`config.mk`:
```
export PLATFORM = sky130hd
export DESIGN_NAME = ppi_bus_ctrl
export DESIGN_NICKNAME = d
export VERILOG_FILES = /design/src/rtl/ppi_bus_ctrl.sv
export SDC_FILE = /design/constraint.sdc
export NUM_CORES = 1
export LEC_CHECK = 0
export CORE_MARGIN = 2
export CORE_UTILIZATION = 43
export DETAILED_ROUTE_END_ITERATION = 6
export MAX_ROUTING_LAYER = met4
export PLACE_DENSITY = 0.79
export REMOVE_ABC_BUFFERS = 1
export SLEW_MARGIN = 10
export SYNTH_ARGS = -nofsm -noshare
export SYNTH_HDL_FRONTEND = slang
export SYNTH_SLANG_ARGS = --single-unit
```
`constraint.sdc`:
```
create_clock -name clk -period 1.99 [get_ports clk]
set_input_delay 0.398 -clock clk [delete_from_list [all_inputs] [get_ports clk]]
set_output_delay 0.398 -clock clk [all_outputs]
set_load 0.02 [all_outputs]
```
`src/rtl/ppi_bus_ctrl.sv`:
```
// 8255A PPI read/write control: synchronises the CPU strobes, sequences bus cycles,
// owns the control word register and issues one-cycle write/mode/BSR strobes to the ports.
module ppi_bus_ctrl #(
  parameter int unsigned SYNC_STAGES = 2,
  parameter logic [7:0]  RESET_CW    = 8'h9B
) (
  input  logic       clk,
  input  logic       nReset,
  input  logic       nCs,
  input  logic       nRd,
  input  logic       nWr,
  input  logic [1:0] A,
  input  logic [7:0] D,
  output logic [5:0] control,
  output logic [7:0] controlword,
  output logic [7:0] wr_data,
  output logic       wr_pa,
  output logic       wr_pb,
  output logic       wr_pc,
  output logic       mode_stb,
  output logic       bsr_stb,
  output logic [2:0] bsr_sel,
  output logic       bsr_val,
  output logic       bus_err
);

  typedef enum logic [2:0] {
    S_IDLE,
    S_WRITE,
    S_READ,
    S_COMMIT,
    S_ERROR
  } state_e;

  state_e state_q, state_d;

  // NOTE: reset asserts asynchronously but releases through two flops, so no state
  // flop sees the release edge inside its recovery window.
  logic [1:0] rst_sync_q;
  logic       rst_n_int;

  always_ff @(posedge clk or negedge nReset) begin
    if (!nReset) rst_sync_q <= 2'b00;
    else         rst_sync_q <= {rst_sync_q[0], 1'b1};
  end

  assign rst_n_int = rst_sync_q[1];

  logic [SYNC_STAGES-1:0]       ncs_sync_q, nrd_sync_q, nwr_sync_q;
  logic [SYNC_STAGES-1:0][1:0]  a_sync_q;
  logic [SYNC_STAGES-1:0][7:0]  d_pipe_q;

  // D is not synchronised, only delayed by the same depth so it lines up with the
  // synchronised nWr; the bus timing rule keeps it stable across that window.
  always_ff @(posedge clk or negedge rst_n_int) begin
    if (!rst_n_int) begin
      ncs_sync_q <= '1;
      nrd_sync_q <= '1;
      nwr_sync_q <= '1;
      a_sync_q   <= '0;
      d_pipe_q   <= '0;
    end else begin
      ncs_sync_q <= {ncs_sync_q[SYNC_STAGES-2:0], nCs};
      nrd_sync_q <= {nrd_sync_q[SYNC_STAGES-2:0], nRd};
      nwr_sync_q <= {nwr_sync_q[SYNC_STAGES-2:0], nWr};
      a_sync_q   <= {a_sync_q[SYNC_STAGES-2:0], A};
      d_pipe_q   <= {d_pipe_q[SYNC_STAGES-2:0], D};
    end
  end

  logic       ncs_s, nrd_s, nwr_s;
  logic [1:0] a_s;
  logic [7:0] d_dly;
  logic       wr_seen, bus_clash, commit, capture;

  assign ncs_s = ncs_sync_q[SYNC_STAGES-1];
  assign nrd_s = nrd_sync_q[SYNC_STAGES-1];
  assign nwr_s = nwr_sync_q[SYNC_STAGES-1];
  assign a_s   = a_sync_q[SYNC_STAGES-1];
  assign d_dly = d_pipe_q[SYNC_STAGES-1];

  // A write is only accepted once nWr has been low in the last two stages, which
  // filters single-clock glitches and guarantees at least one data capture.
  assign wr_seen   = !nwr_s && !nwr_sync_q[SYNC_STAGES-2];
  assign bus_clash = !ncs_s && !nrd_s && !nwr_s;

  // NOTE: every variable assigned here gets a default first so no latch is inferred.
  always_comb begin
    state_d = state_q;
    case (state_q)
      S_IDLE: begin
        if (!ncs_s && wr_seen && nrd_s)           state_d = S_WRITE;
        else if (!ncs_s && !nrd_s && nwr_s)       state_d = S_READ;
      end
      S_WRITE:  if (nwr_s || ncs_s)               state_d = S_COMMIT;
      S_READ:   if (nrd_s || ncs_s)               state_d = S_IDLE;
      S_COMMIT:                                   state_d = S_IDLE;
      S_ERROR:  if (nrd_s && nwr_s)               state_d = S_IDLE;
      default:                                    state_d = S_IDLE;
    endcase
    if (bus_clash) state_d = S_ERROR;
  end

  assign commit  = (state_q == S_WRITE) && (state_d == S_COMMIT);
  assign capture = (state_d == S_WRITE);

  logic [7:0] controlword_q, wr_data_q;
  logic [1:0] a_lat_q;
  logic       wr_pa_q, wr_pb_q, wr_pc_q, mode_stb_q, bsr_stb_q;
  logic [2:0] bsr_sel_q;
  logic       bsr_val_q, bus_err_q;

  // Strobes and their qualifiers are loaded on the edge entering COMMIT so that
  // they are all valid together for exactly the COMMIT cycle.
  always_ff @(posedge clk or negedge rst_n_int) begin
    if (!rst_n_int) begin
      state_q       <= S_IDLE;
      controlword_q <= RESET_CW;
      wr_data_q     <= '0;
      a_lat_q       <= '0;
      wr_pa_q       <= 1'b0;
      wr_pb_q       <= 1'b0;
      wr_pc_q       <= 1'b0;
      mode_stb_q    <= 1'b0;
      bsr_stb_q     <= 1'b0;
      bsr_sel_q     <= '0;
      bsr_val_q     <= 1'b0;
      bus_err_q     <= 1'b0;
    end else begin
      state_q <= state_d;
      if (capture) begin
        wr_data_q <= d_dly;
        a_lat_q   <= a_s;
      end
      wr_pa_q    <= commit && (a_lat_q == 2'b00);
      wr_pb_q    <= commit && (a_lat_q == 2'b01);
      wr_pc_q    <= commit && (a_lat_q == 2'b10);
      mode_stb_q <= commit && (a_lat_q == 2'b11) &&  wr_data_q[7];
      bsr_stb_q  <= commit && (a_lat_q == 2'b11) && !wr_data_q[7];
      if (commit && (a_lat_q == 2'b11)) begin
        if (wr_data_q[7]) begin
          controlword_q <= wr_data_q;
        end else begin
          bsr_sel_q <= wr_data_q[3:1];
          bsr_val_q <= wr_data_q[0];
        end
      end
      if (bus_clash) bus_err_q <= 1'b1;
    end
  end

  assign control     = {ncs_s, nrd_s, nwr_s, ~rst_n_int, a_s};
  assign controlword = controlword_q;
  assign wr_data     = wr_data_q;
  assign wr_pa       = wr_pa_q;
  assign wr_pb       = wr_pb_q;
  assign wr_pc       = wr_pc_q;
  assign mode_stb    = mode_stb_q;
  assign bsr_stb     = bsr_stb_q;
  assign bsr_sel     = bsr_sel_q;
  assign bsr_val     = bsr_val_q;
  assign bus_err     = bus_err_q;

endmodule

```
==> results.sh <==
export IMPL_outcome="finished, final reports clean"
export IMPL_final_cell_mix="dfrtp_1, clkdlybuf4s50_1, mux2_2"
export IMPL_drtAntennaViolNets=0
export IMPL_clockBufferDepth=2
export IMPL_start_util=0.449
export IMPL_holdWs_ns=0.240
export IMPL_setup_violations=0
export IMPL_grt_util_all_layers=0.158
export IMPL_grt_max_degree=57
export IMPL_yosysWarnings=0
export IMPL_dp_slack_ns=0.0419
export IMPL_syn_to_final_growth_pct=34.1
export IMPL_synth_top_cell_area_share=0.615
export IMPL_worst_r2r_path_depth=5
export IMPL_placed_cells=206
export IMPL_drtIter0Drc=56
export IMPL_syn_area_per_cell_sq_um=17.4
export IMPL_skew_ns=0.00814
export IMPL_period_needed_ns=1.91
export IMPL_portBuffers=45
export IMPL_grt_overflow_total=0
export IMPL_yosysSeqAreaShare=0.749
export IMPL_ioPinCount=47
export IMPL_tightest_slew_ns=0.654
export IMPL_fin_ws_ns=0.0752
export IMPL_clk_latency_ns=0.32
export IMPL_firstDrtPassIters=4
export IMPL_utilization=0.602
export IMPL_power_density_mw_per_mm2=1230
export IMPL_reg2reg_to="wr_data[1]"
export IMPL_relSlewSlack=0.564
export IMPL_grt_pass1_wl_mm=5.72
export IMPL_place_area_sq_mm=0.00246
export IMPL_dpl_hpwl_mm=2.48
export IMPL_crit_type="flip-flop to flip-flop"
export IMPL_peakVddDrop_uv=850
export IMPL_place_congestion=0.679
export IMPL_dieArea_sq_mm=0.00510
export IMPL_worstSetupStartpointType="flip-flop"
export IMPL_drive_gt1_frac=0.294
export IMPL_cts_root_buf="clkbuf_8"
export IMPL_via_per_inst=4.93
export IMPL_rows=24
export IMPL_vias=1095
export IMPL_post_cts_repair_setup_buffers=0
export IMPL_synthTopCellsByArea="dfrtp_1, dfstp_2, mux2_4"
export IMPL_instances_no_fill=222
export IMPL_nNetsFinal=180
export IMPL_fmax_mhz=522
export IMPL_wl_per_cell_um=15.9
export IMPL_met2_wirelength_mm=1.80
export IMPL_drc=0
export IMPL_cts_tree="done"
export IMPL_r2r_start="nrd_sync_q[1]"
export IMPL_crit_path_end="wr_data[1]"
export IMPL_hold_path_class="primary input to async pin"
export IMPL_coreArea_sq_mm=0.00435
export IMPL_syn_inst=112
export IMPL_crit_fanout=10
export IMPL_antenna_found_initial=0
export IMPL_arrival_ns=2.12
export IMPL_grt_pass1_vias=1155
export IMPL_clk_pin_slew_worst_paths_ns=0.06
export IMPL_cts_sinks=58
export IMPL_period_share=0.962
export IMPL_rsz0062_at_grt="yes"
export IMPL_p_leak_uw=0.00114
export IMPL_max_cap_viol_count=0
export IMPL_startpoint="nrd_sync_q[1]"
export IMPL_fillers=310
export IMPL_die_w_um=71.4
export IMPL_finalHoldViolCount=0
export IMPL_design_area_sq_mm=0.00262
export IMPL_die_y_um=71.4
export IMPL_cp_end_kind="flip-flop"
export IMPL_routed_wl_met3_um=250
export IMPL_required_ns=2.19
export IMPL_synth_top_cell_by_area="dfrtp_1"
export IMPL_ys_types=22
export IMPL_syn_cell_area_sq_mm=0.00195
export IMPL_r2r_slack_ns=0.08
export IMPL_cts_made_buffers=9
export IMPL_cts_htree_levels=3
export IMPL_num_antenna_cells=0
export IMPL_routed_wirelength_mm=3.52
export IMPL_mostFrequentLayoutCell="dfrtp_1"
export IMPL_highest_layer="met4"
export IMPL_maxSlewViolCount=0
export IMPL_wl_met1_mm=1.40
export IMPL_yosys_register_bits=58
==> what timing repair did <==
item                                    CTS  global route
endpoints found under the setup margin    0            10
hold endpoints to repair                  0             0
resized for setup                         0             1
hold buffers                              0             0
==> flip-flops by register name, summed over array words and instances (netlist names), 2 cells and up <==
| name | flops |
|---|---|
| d_dly | 8 |
| d_pipe_q | 8 |
| wr_data | 8 |
| controlword | 7 |
| bsr_sel | 3 |
| state_q | 3 |
| a_lat_q | 2 |
| a_s | 2 |
| a_sync_q | 2 |
| ncs_sync_q | 2 |
| nrd_sync_q | 2 |
| nwr_sync_q | 2 |
| rst_sync_q | 2 |
==> layer usage <==
metal / vias up / global-route usage
li1: 475 / -
met1: 567 / 0.176
met2: 45 / 0.255
met3: 8 / 0.0591
met4: 0 / 0.0692
met5: - / -
==> kinds of logic (layout without fill, tap and decap cells) <==
| kind of cell | Yosys count | count (layout) | synth area share |
|---|---|---|---|
| buffers and inverters | 11 | 68 | 0.0371 |
| AO/OA/AOI/OAI | 6 | 6 | 0.0224 |
| other | 1 | 2 | 0.00192 |
| AND/OR/NAND/NOR | 15 | 15 | 0.0493 |
| flip-flops | 58 | 58 | 0.749 |
| multiplexers | 21 | 21 | 0.140 |
==> layout make-up <==
class	count	area (sq um)	area share
Clock buffer	16	160	0.0611
Inverter	3	11.3	0.00430
Multi-Input combinational cell	44	427	0.163
Sequential cell	58	1470	0.559
Tap cell	52	65.1	0.0248
Timing Repair Buffer	49	493	0.188
==> worst min-delay path by stage <==
stage | slack (ns) | cells after the start | start | end
floorplan | 0.10 | 0 | nReset | rst_sync_q[0]
global placement | 0.33 | 0 | d_pipe_q[4] | d_dly[4]
detailed placement | 0.33 | 0 | d_pipe_q[2] | d_dly[2]
CTS | 0.23 | 1 | nReset | rst_sync_q[0]
global route | 0.23 | 1 | nReset | rst_sync_q[0]
finish | 0.24 | 1 | nReset | rst_sync_q[0]
==> worst max-delay path, cell delays in order, from the launching register on <==
cell,delay (ns)
dfstp_2,0.58
nor4b_1,0.31
o221a_2,0.28
o21a_1,0.16
buf_12,0.16
mux2_4,0.30
==> report_power, final <==
group	total [uW]	switching [uW]	internal, uW
Sequential	1560	179	1380
Combinational	761	328	434
Clock	896	407	489
==> metrics by stage <==
| stage | setup TNS (ns) | total power (uW) |
|---|---|---|
| floorplan | -0.284 | 1940 |
| global placement | 0 | 2300 |
| detailed placement | 0 | 2340 |
| CTS | 0 | 3230 |
| global route | -0.0635 | 3340 |
| finish | 0 | 3210 |
==> synth_stat cells <==
master,number
dfrtp_1,48
mux2_2,11
dfstp_2,10
mux2_4,10
buf_4,6
inv_1,3
nand3_1,3
nor3b_1,3
a21oi_1,2
nand2_1,2
nor3_1,2
o21bai_1,2
buf_2,1
buf_6,1
conb_1,1
nor2_1,1
nor2_2,1
nor3_4,1
nor4b_1,1
o21a_1,1
o221a_2,1
or2_0,1
(Power assumes the default switching activity.)
